`src/rtl/instr_sequencer.sv`:
```
// Program sequencer: fetches 20-bit words from a synchronous ROM and holds each
// one on instr_out for its class-specific number of cycles, stopping on HALT or stop.
//
// state  | meaning
// IDLE   | after reset, waiting for start
// FETCH  | one cycle waiting on ROM latency for word 0
// RUN    | instruction held on instr_out, next word prefetched at pc+1
// HALTED | stopped on HALT word or stop request, waiting for start
module instr_sequencer #(
    parameter int INSTR_WIDTH = 20,
    parameter int PC_BITS     = 5,
    parameter int CNT_WIDTH   = 8,
    parameter int HOLD_STD    = 3,
    parameter int HOLD_LOAD   = 4,
    parameter int HOLD_STORE  = 3
) (
    input  logic                   clk,
    input  logic                   rst,
    input  logic                   start,
    input  logic                   stop,
    input  logic [INSTR_WIDTH-1:0] instr_rdata,
    output logic [PC_BITS-1:0]     instr_addr,
    output logic [INSTR_WIDTH-1:0] instr_out,
    output logic [PC_BITS-1:0]     pc,
    output logic                   issue,
    output logic                   busy,
    output logic                   halted,
    output logic [CNT_WIDTH-1:0]   retired
);

    localparam int HB = 4;

    typedef enum logic [1:0] {IDLE, FETCH, RUN, HALTED} state_t;

    state_t                 state, state_nx;
    logic [PC_BITS-1:0]     pc_nx, pc_inc;
    logic [INSTR_WIDTH-1:0] instr_nx;
    logic                   issue_nx;
    logic [CNT_WIDTH-1:0]   retired_nx;
    logic [HB-1:0]          hold, hold_nx;
    logic                   first, first_nx;
    logic                   stop_pend, stop_pend_nx;
    logic [1:0]             rd_class;

    assign rd_class = instr_rdata[INSTR_WIDTH-1 -: 2];
    assign pc_inc   = pc + PC_BITS'(1);
    assign busy     = (state == FETCH) || (state == RUN);
    assign halted   = (state == HALTED);

    function automatic logic [HB-1:0] hold_init(input logic [1:0] cls, input logic bonus);
        logic [HB-1:0] n;
        case (cls)
            2'b01:   n = HB'(HOLD_STD);
            2'b10:   n = HB'(HOLD_LOAD);
            2'b11:   n = HB'(HOLD_STORE);
            default: n = HB'(1);
        endcase
        return n - HB'(1) + HB'(bonus);
    endfunction

    // Presenting address 0 while start is being sampled lets the ROM return
    // word 0 exactly at the FETCH edge, even when restarting from a nonzero pc.
    always_comb begin
        instr_addr = pc;
        case (state)
            RUN:         instr_addr = pc_inc;
            IDLE, HALTED: if (start) instr_addr = '0;
            default:     instr_addr = pc;
        endcase
    end

    always_comb begin
        state_nx     = state;
        pc_nx        = pc;
        instr_nx     = instr_out;
        issue_nx     = 1'b0;
        retired_nx   = retired;
        hold_nx      = hold;
        first_nx     = first;
        stop_pend_nx = stop_pend;
        case (state)
            IDLE, HALTED: begin
                if (start) begin
                    state_nx     = FETCH;
                    pc_nx        = '0;
                    retired_nx   = '0;
                    stop_pend_nx = 1'b0;
                    first_nx     = 1'b1;
                end
            end
            FETCH: begin
                if (stop || rd_class == 2'b00) begin
                    state_nx = HALTED;
                    instr_nx = '0;
                end else begin
                    state_nx = RUN;
                    instr_nx = instr_rdata;
                    issue_nx = 1'b1;
                    hold_nx  = hold_init(rd_class, first);
                    first_nx = 1'b0;
                end
            end
            RUN: begin
                if (hold != '0) begin
                    hold_nx = hold - HB'(1);
                    if (stop) stop_pend_nx = 1'b1;
                end else begin
                    retired_nx = retired + CNT_WIDTH'(1);
                    if (stop_pend || stop) begin
                        state_nx = HALTED;
                        instr_nx = '0;
                    end else if (rd_class == 2'b00) begin
                        state_nx = HALTED;
                        instr_nx = '0;
                        pc_nx    = pc_inc;
                    end else begin
                        pc_nx    = pc_inc;
                        instr_nx = instr_rdata;
                        issue_nx = 1'b1;
                        hold_nx  = hold_init(rd_class, 1'b0);
                    end
                end
            end
            default: state_nx = IDLE;
        endcase
    end

    always_ff @(posedge clk) begin
        if (!rst) begin
            state     <= IDLE;
            pc        <= '0;
            instr_out <= '0;
            issue     <= 1'b0;
            retired   <= '0;
            hold      <= '0;
            first     <= 1'b1;
            stop_pend <= 1'b0;
        end else begin
            state     <= state_nx;
            pc        <= pc_nx;
            instr_out <= instr_nx;
            issue     <= issue_nx;
            retired   <= retired_nx;
            hold      <= hold_nx;
            first     <= first_nx;
            stop_pend <= stop_pend_nx;
        end
    end

endmodule

```
`config.mk`:
```
export PLATFORM = sky130hd
export DESIGN_NAME = instr_sequencer
export DESIGN_NICKNAME = d
export VERILOG_FILES = /design/src/rtl/instr_sequencer.sv
export SDC_FILE = /design/constraint.sdc
export NUM_CORES = 1
export LEC_CHECK = 0
export CORE_ASPECT_RATIO = 1.75
export CORE_MARGIN = 5
export CORE_UTILIZATION = 41
export CTS_BUF_LIST = sky130_fd_sc_hd__clkbuf_4 sky130_fd_sc_hd__clkbuf_8
export DETAILED_ROUTE_END_ITERATION = 6
export PLACE_DENSITY = 0.67
export SYNTH_ARGS = -nofsm -noshare
export SYNTH_HDL_FRONTEND = slang
export SYNTH_SLANG_ARGS = --single-unit
export TNS_END_PERCENT = 1
```
`constraint.sdc`:
```
create_clock -name clk -period 2.7 [get_ports clk]
set_clock_uncertainty 0.15 [all_clocks]
set_input_delay 0.54 -clock clk [delete_from_list [all_inputs] [get_ports clk]]
set_output_delay 0.54 -clock clk [all_outputs]
set_load 0.05 [all_outputs]
```
=== Word level (Yosys, flattened, before mapping) ===
Index checks and enable logic that the tools add are counted.
W data, S select, Z words.

* Flip-flop bits (word level): 42
* Output and inout bits: 41
* Logic and storage cells: 90

* Add/sub/neg operators: 6
* Equality and inequality tests: 15
* Multiplexer cells: 43
* Reductions and logical operators: 18

{| class="wikitable"
|+ Operators with widths
! cell !! count
|-
| $mux W20 || 4
|-
| $mux W4 || 10
|-
| $pmux W20 S2 || 1
|-
| $pmux W5 S2 || 2
|-
| $mux W8 || 2
|-
| $pmux W8 S2 || 1
|-
| $mux W5 || 3
|-
| $reduce_and A3 Y1 || 4
|-
| $sub A4 B1 Y4 const B || 3
|-
| $mux W1 || 10
|-
| $ne A2 B2 Y1 const B || 5
|-
| $add A8 B1 Y8 const B || 1
|-
| $eq A2 B2 Y1 const B || 4
|-
| $mux W2 || 4
|-
| $pmux W4 S2 || 1
|-
| $reduce_and A4 Y1 || 2
|-
| $pmux W1 S2 || 3
|-
| $pmux W2 S3 || 1
|-
| $pmux W3 S2 || 1
|-
| $reduce_bool A2 Y1 || 3
|-
| $add A5 B1 Y5 const B || 1
|-
| $add A4 B1 Y4 || 1
|-
| $eq A2 B1 Y1 const B || 2
|-
| $logic_not A2 Y1 || 2
|-
| 8 further kinds || 11
|}

=== Longest topological paths before layout ===
* Depth in word-level cells: 12
* Mapped depth: 9

=== Worst setup path before layout ===
Ideal clock, no wire load.

* Kind: flip-flop to output port
* Start: register state[0]
* End: output port instr_addr[0]
* Arrival: 2226 ps
* Required time: 2010 ps
* Setup slack: -216 ps
* Cell stages (with the launch flop): 6
* Buffers on the path: 1
* Cell sequence: dfxtp_1 inv_1 ha_1 buf_1 inv_1 o31ai_1

* Word-level cells in the longest chain between the ends: 3

{| class="wikitable"
|+ RTL lines
! what !! RTL line !! text
|-
| from (decl) || 35 || <nowiki>state_t state, state_nx;</nowiki>
|-
| from (signal assigned) || 139 || <nowiki>state <= state_nx;</nowiki>
|-
| $eq A2 B2 Y1 / $logic_not A2 Y1 (equally long branches) || 65 || <nowiki>case (state)</nowiki>
|-
| $reduce_or A2 Y1 || 65 ||
|-
| $pmux W5 S2 * || 65 ||
|-
| to (decl) || 22 || <nowiki>output logic [PC_BITS-1:0] instr_addr,</nowiki>
|}

Mark *: on every way between the ends. The rest lies on a longest branch, timed or not.

=== Final worst setup path ===
* Start: register state[0]
* End: output port instr_addr[3]

The elaborated chain is that of the path after synthesis.

==> out/metrics.cfg <==
[min_path]
hold_path_class=register to register
min_from=instr_out[10]$_SDFFE_PN0P_

[worst_setup_path]
setup.worst_path.class=register to output port
reg2reg_to=hold[2]$_SDFFE_PN0P_
crit_path_max_fanout=5
worst_r2r_path_depth=7
slowest_delay_ns=0.39
end_kind=output port
setup.worst_path.start=state[0]$_SDFFE_PN0P_
cp.arrival_ns=1.87
cp.required_ns=2.01
r2r_setup_slack_ns=0.43
worstReg2RegStart=hold[0]$_SDFFE_PN0P_
cp_common_cell=inv_1
cp-start-kind=register
critPathCapture=instr_addr[3]
path_cells=inv_1 -> ha_1 -> inv_1 -> o21ai_0 -> buf_4 -> a22o_1 -> buf_12
cp_slowest_cell=dfxtp_1

[route]
wl_per_cell_um=15.29
drc=0
final_antenna_net_count=0
vias=2123
drtIter0Drc=87
dr.pass1.iters=4
drt_wl_total_um=5902
viasPerCell=5.500

[logic_synthesis]
seq_area_frac_synth_pct=38.91
syn_nets=293
async_reset_ff_share_pct=0
ys_seq_elements=42
synth_edf_count=0
yosysTopAreaCellShare_pct=38.91
synth.cells.most_frequent=dfxtp_1, a21oi_1, nand2_1
ys_warn_count=0
avgSynthCellArea_um2=8.279
ys_types=54
syn_area_um2=2161
synthTopCellsByArea=dfxtp_1, a21oi_1, nand3_1
syn_inst=261
yosysMostFrequentCell=dfxtp_1
synthFlopType=dfxtp_1
yosysTopAreaCell=dfxtp_1

[power_and_ir_drop]
peakVddDrop_mv=0.5818
leakage_nw=1.156
power_density_nw_per_um2=1000

[clock_network]
h-tree-depth=2
cts_tree=yes
cts_sinks=42
clkTransAtPathRegs_ns=0.08
cts_made_buffers=5
cts_buffer_depth=2
insertion_delay_ns=0.29
root_buffer=clkbuf_8
post_cts_buffers=0

[timing]
finalWorstSetupSlack_ns=0.1382
rsz0062_at_grt=no
slew_viol_final=0
worstMarginPinSlew_ns=0.7024
setup_viol=0
period_needed_ns=2.562
timing.fmax_ghz=0.3904
hold_viol_final=0
tns_ns=0
timing.final.crit_share_pct=94.88
whs_ns=0.3047
maxSlewHeadroom_pct=53.12

[die]
die_y_um=106.0
start_util_pct=41.46
dieArea_um2=6880
die_x_um=64.88
rows=35
design.core.area_um2=5211
io_pins=65

[layout]
nets=362
diodes=0
finalInstanceArea_um2=3075
fillers=477
area_growth_pct=42.33
final_layout_size_suffix_gt1_share_pct=11.78

[global_routing]
antenna_found_initial=0
grt_max_degree=21
grt_pass1_wl_um=9666
grtUsageTotal_pct=17.50
grt_pass1_vias=2048
overflow=0

[placement]
numPortBuffers=64
place_area_um2=2959
routabilityCongestion=0.7718
post-place-ws_ns=0.1241
place_hpwl_um=4536

[run]
maxCapViolations=0

[run_status]
status=complete, no violations

==> timing repair <==
| action | 4_1_cts | 5_1_grt |
|---|---|---|
| endpoints found under the setup margin | 0 | 1 |
| hold buffers | 0 | 0 |
| resized for setup | 0 | 1 |
==> registers in the layout, summed over array words and instances, names as in the netlist <==
name / cells
state: 2
issue: 1
pc: 5
retired: 8
instr_out: 20
stop_pend: 1
first: 1
hold: 4
==> worst min path at each step <==
| stage | end | slack, ns | cells past startpoint |
|---|---|---|---|
| finish | instr_out[10]$_SDFFE_PN0P_ | 0.30 | 2 |
| global route | instr_out[2]$_SDFFE_PN0P_ | 0.33 | 2 |
| CTS | instr_out[11]$_SDFFE_PN0P_ | 0.31 | 2 |
| detailed placement | instr_out[11]$_SDFFE_PN0P_ | 0.30 | 2 |
| global placement | instr_out[11]$_SDFFE_PN0P_ | 0.29 | 2 |
| floorplan | stop_pend$_SDFFE_PN0P_ | 0.30 | 2 |
==> where the power goes <==
| group | switching (mW) | internal (mW) | total (mW) |
|---|---|---|---|
| sequential | 0.105 | 0.718 | 0.823 |
| clock | 0.224 | 0.286 | 0.510 |
| combinational | 1.12 | 0.626 | 1.74 |
| total | 1.45 | 1.63 | 3.08 |
==> cell families (layout without fill, tap and decap cells) <==
kind of cell	after synthesis	in the layout	synth area share, %
DFF	42	42	38.91
and+or+nand+nor	106	106	25.88
AOI/OAI and AO/OA	73	73	22.41
muxes	4	4	1.969
xor gates and xnor gates	4	4	1.621
buffers and inverters	24	94	4.574
adders and majority gates	8	8	4.632
==> stage by stage <==
stage               utilization, %  instances  total power, mW
global route                 59.02        386            3.264
floorplan                        -        261            2.026
global placement             56.78        378            2.567
CTS                          58.97        386            3.091
detailed placement           56.78        378            2.581
finish                       59.02        386            3.075
==> metal layers <==
| metal | vias up | track usage [%] | part of all wire (%) |
|---|---|---|---|
| met5 | - | 0 | 0 |
| met4 | 0 | 4.841 | 1.3 |
| met3 | 8 | 4.228 | 4.5 |
| met2 | 50 | 33.41 | 56 |
| met1 | 989 | 18.36 | 38 |
| li1 | 1076 | - | - |
==> critical path: cells and delay by family (launching register included) <==
kind | cells | cell delay (ns)
flops | 1 | 0.39
compound gates | 2 | 0.38
buf+inv | 4 | 0.51
fa+ha+maj | 1 | 0.31
==> area by class of cell <==
class,count,area (um^2),share of cell area [%]
flip-flops and latches,42,840.8,27.34
well taps,55,68.82,2.238
inverters,8,30.03,0.9764
clock buffers,6,76.32,2.482
clock inverters,2,37.54,1.221
multi-input cells,195,1229,39.95
repair buffers,78,793.3,25.79
==> placed cells by master, fill, tap and decap left out, types with 7 or more instances in the layout <==
cell type | Yosys | layout
nand2_1 | 34 | 34
ha_1 | 8 | 7
dfxtp_1 | 42 | 42
o21ai_0 | 10 | 10
buf_4 | 1 | 15
a21oi_1 | 34 | 34
nor2_1 | 10 | 10
nand3_1 | 27 | 27
inv_1 | 8 | 8
clkdlybuf4s50_1 | 0 | 58
No activity file was read; power rests on OpenSTA's default activity.
==> patch 1, RTL diff (same flow settings) <==
Set the parameter `CNT_WIDTH` to 7 (it was 8).
--- a/src/rtl/instr_sequencer.sv
+++ b/src/rtl/instr_sequencer.sv
@@ -10,5 +10,5 @@
     parameter int INSTR_WIDTH = 20,
     parameter int PC_BITS     = 5,
-    parameter int CNT_WIDTH   = 8,
+    parameter int CNT_WIDTH   = 7,
     parameter int HOLD_STD    = 3,
     parameter int HOLD_LOAD   = 4,
Interface: changed (resized retired); port bits go from 65 to 64. No check against the original RTL was run, so the function may have changed too.
==> patch 1 against the unedited design <==
Clock power fell by 13%. Synthesized area is 3.2% lower. Sequential cell count is 1 lower. Cell area is 2.8% lower. Setup slack gained 0.030 ns. Total power is 5.1% lower. Wire length down 1.3%. Sequential share of layout area is 0.12 points higher. Critical path depth shrank 2. Highest routed layer unchanged.
==> patch 1: results (changes against the unedited design) <==
[status]
status=complete, no violations  ; unchanged

[placed_design]
hpwlAfterDp_mm=4.43  ; was 4.54 mm
post_dp_cell_area_um2=2890  ; was 2960 um^2
place_ws_ns=0.0928  ; was 0.124 ns
dp_cells=383  ; was 378
port_buffers=63  ; was 64

[detailed_routing]
wl_met3_um=359  ; was 268 um
wl_per_cell_um=14.9  ; was 15.3 um
m1WireLength_mm=2.30  ; was 2.25 mm
vias=2190  ; was 2,123
wl_met2_mm=3.07  ; was 3.31 mm

[yosys]
synth-seq-area-share_pct=39.2  ; was 38.9%
synth_mux_area_share_pct=2.03  ; was 1.97%
synthTopCellsByArea=dfxtp_1 39%, a21oi_1 7.9%, nand2_1 7.0%, nand3_1 6.5%, ha_1 4.8%  ; was dfxtp_1 39%, a21oi_1 7.9%, nand3_1 6.3%, nand2_1 5.9%, ha_1 4.6%

[pwr]
power_clock_mw=0.443  ; was 0.510 mW
peakVddDrop_mv=0.783  ; was 0.582 mV
seqPwrFrac_pct=26.9  ; was 26.8%
leakage_nw=1.12  ; was 1.16 nW
p_clk_share_pct=15.2  ; was 16.6%
power.internal_mw=1.53  ; was 1.63 mW

[global_routing]
first_global_vias=2045  ; was 2,048
grt_usage_pct=17.5  ; about the same
met3_usage_pct=4.97  ; was 4.23%
grt_pass1_wl_mm=9.57  ; was 9.67 mm

[finish]
top_regs=instr_out x20, retired x7, pc x5  ; was instr_out x20, retired x8, pc x5
drive_gt1_share_pct=9.79  ; was 11.8%

[setup_path]
max_stage_delay_ns=0.48  ; was 0.39 ns
path_delay_family=adder cells  ; was buffers and inverters

[patch 1: kinds of logic after synthesis]
logic type | after synthesis
buffers and inverters | 26
flip-flops | 41
multiplexers | 4
AO/OA/AOI/OAI | 71
adder cells (fa/ha/maj) | 8
AND/OR/NAND/NOR | 115
XOR/XNOR | 3
[patch 1: repair_timing]
item	CTS	global route
setup endpoints to repair	0	5
hold endpoints to repair	0	0
resized for setup	0	2
[patch 1: path summary, 6_finish.rpt]
| kind | start | end | cells past startpoint |
|---|---|---|---|
| worst max-delay path | state[0] | instr_addr[1] | 5 |
| worst min-delay path | instr_out[12] | instr_out[12] | 2 |
| worst max register to register | state[0] | retired[4] | 7 |
| worst min register to register | instr_out[12] | instr_out[12] | 2 |
[patch 1: final cells by class]
type,instances,area (um^2),area share [%]
timing repair buffer,77,783,26.2
tap,54,67.6,2.26
clock buffer,7,96.3,3.22
multi-input combinational,201,1180,39.4
sequential,41,821,27.5
clock inverter,1,5.00,0.167
inverter,10,37.5,1.26
==> patch 2, RTL diff (same settings) <==
Made on the original files. Make the reset (`rst`) asynchronous in one clocked block.
--- a/src/rtl/instr_sequencer.sv
+++ b/src/rtl/instr_sequencer.sv
@@ -126,5 +126,5 @@
     end
 
-    always_ff @(posedge clk) begin
+    always_ff @(posedge clk or negedge rst) begin
         if (!rst) begin
             state     <= IDLE;
Formal check against the unedited RTL: differs if rst is asserted again (counterexample within 4 cycles, from zero or initial values and one cycle with rst low); with rst held inactive, the same outputs for 10 cycles.
==> patch 2 against the unedited design <==
Register-to-register slack got worse by 0.05 ns. Critical path type unchanged. Setup slack got worse by 0.057 ns. Total power up 20%. Wire length up 2.0%. Synthesized area grew 5.0%. Cell area is 4.1% higher. Sequential cell count unchanged.
==> patch 2: results (changes against the unedited design) <==
[setup_path]
worstPathMaxFanout=7  ; was 5
cp.arrival_ns=1.93  ; was 1.87 ns
reg2reg_setup_slack_ns=0.38  ; was 0.43 ns

[yosys]
synth_mux_area_share_pct=1.82  ; was 1.97%
synth_xor_area_share_pct=1.16  ; was 1.62%
synth-main-ff-cell=dfrtp_1  ; was dfxtp_1
synth_compound_area_share_pct=19.5  ; was 22.4%
netlist_top_cells_count=57 x nand2_1, 41 x dfrtp_1, 27 x nand3_1, 18 x o21ai_0, 13 x a21oi_1  ; was 42 x dfxtp_1, 34 x a21oi_1, 34 x nand2_1, 27 x nand3_1
yosysWarnings=0  ; unchanged
synthTopCellsByArea=dfrtp_1 45%, nand2_1 9.4%, nand3_1 6.0%, ha_1 4.4%, o21ai_0 4.0%  ; was dfxtp_1 39%, a21oi_1 7.9%, nand3_1 6.3%, nand2_1 5.9%, ha_1 4.6%
ys_async_sr_fraction_pct=100  ; was 0%
syn_inst=254  ; was 261
synth-seq-area-share_pct=46.4  ; was 38.9%
synth_nets=286  ; was 293
yosysUniqueCellTypes=42  ; was 54
synth_fa_ha_area_share_pct=4.41  ; was 4.63%
yosysMostFrequentCell=nand2_1  ; was dfxtp_1

[global_routing]
grt_pass1_wl_mm=9.67  ; about the same
grt_util_met1_pct=18.1  ; was 18.4%
met2_usage_pct=32.6  ; was 33.4%
grt_usage_pct=17.3  ; was 17.5%
grt_max_degree=25  ; was 21
first_global_vias=2123  ; was 2,048
antenna_found_initial=0  ; unchanged
met3_usage_pct=1.56  ; was 4.23%

[finish]
nets=358  ; was 362
fillers=531  ; was 477
insertedDiodeCount=0  ; unchanged
fin_cells=403  ; was 386
top_regs=instr_out x20, retired x8, pc x5  ; unchanged
drive_gt1_share_pct=13.1  ; was 11.8%

[detailed_routing]
vias_per_cell=5.24  ; was 5.50
totalWireLength_mm=6.02  ; was 5.90 mm
drt_iter0_drc=67  ; was 87
firstDrtPassIters=4  ; unchanged

[placed_design]
port_buffers=64  ; unchanged
hpwlAfterDp_mm=4.64  ; was 4.54 mm
gp_congestion=0.756  ; was 0.772

[clock_network]
clkLatencyLatePin_ns=0.29  ; about the same
cts_setup_buffers=0  ; unchanged
clk_pin_slew_worst_paths_ns=0.08  ; about the same
clock_path_buffers=2  ; unchanged
h-tree-depth=2  ; unchanged
numCtsBuffers=5  ; unchanged
cts_root_buffer=clkbuf_8  ; unchanged

[pwr]
leakage_nw=1.47  ; was 1.16 nW
peakVddDrop_mv=0.691  ; was 0.582 mV

[sta]
worst_slew_pin_slew_ns=0.622  ; was 0.702 ns

[worst_hold_path]
hold_class=input pin to asynchronous set/reset pin  ; was flop to flop

[status]
status=complete, no violations  ; unchanged

==> patch 2: changes by cell type after synthesis, moves of 8 or more <==
cell,delta
dfxtp_1,-42
a21oi_1,-21
a22o_1,+8
dfrtp_1,+41
o21ai_0,+8
nand2_1,+23
==> patch 2: final cells by class <==
| cell class | instances | area (um^2) | area share (%) |
|---|---|---|---|
| multi-input cells | 191 | 1150 | 35.9 |
| flip-flops and latches | 42 | 1050 | 32.9 |
| repair buffers | 79 | 783 | 24.5 |
| well taps | 76 | 95.1 | 2.97 |
| clock buffers | 6 | 82.6 | 2.58 |
| inverters | 7 | 26.3 | 0.821 |
| clock inverters | 2 | 12.5 | 0.391 |
==> patch 2: critical path: stages (launching register included) <==
cell and delay (ns):
dfrtp_1 0.51, ha_1 0.24, nand3_1 0.10, or2_2 0.30, o21ai_0 0.16, a22o_1 0.14
buf_4 0.19
==> patch 2: path summary, 6_finish.rpt <==
| kind | from | to | depth (start not counted) |
|---|---|---|---|
| setup / recovery | pc[0] | instr_addr[4] | 6 |
| min in group clk | instr_out[10] | instr_out[10] | 2 |
| hold reg to reg | instr_out[10] | instr_out[10] | 2 |
| max in group asynchronous | rst | pc[4] | 2 |
| setup reg to reg | hold[1] | hold[2] | 6 |
| hold / removal | rst | instr_out[13] | 1 |
==> patch 2: timing repair <==
action / 4_1_cts / 5_1_grt
hold buffers: 0 / 0
endpoints found under the setup margin: 0 / 5
gates resized for setup: 0 / 2
endpoints found under the hold margin: 0 / 0
==> patch 2: power breakdown <==
group	internal, mW	switching [mW]	total (mW)
sequential	0.810	0.147	0.957
combinational	0.815	1.50	2.32
clock	0.206	0.218	0.424
==> patch 2: kinds of logic after synthesis <==
kind of cell,Yosys count
and+or+nand+nor,113
buffers and inverters,21
muxes,4
DFF,42
xor gates and xnor gates,3
AOI/OAI and AO/OA,63
adders and majority gates,8
==> patch 2: metrics by stage <==
stage                     util (%)  power [mW]  worst slack, ns  area, um^2  hold WS [ns]
after CTS                     58.2        3.72           0.0613        3200        0.0916
after global routing          58.2        3.94         0.000843        3200         0.121
after detailed placement      56.4        3.28            0.107        3100         0.305
after global placement        56.4        3.25            0.190        3100         0.299
after floorplan                  -        2.53          -0.0133        2290        0.0944
final                         58.2        3.70           0.0813        3200        0.0786
==> patch 2: metal layers <==
metal	routed length [um]	up-vias	share of wire, %
met3	269	14	4.5
met1	2230	1003	37
met4	185	0	3.1
met5	0	-	0
li1	-	1039	-
met2	3340	56	55
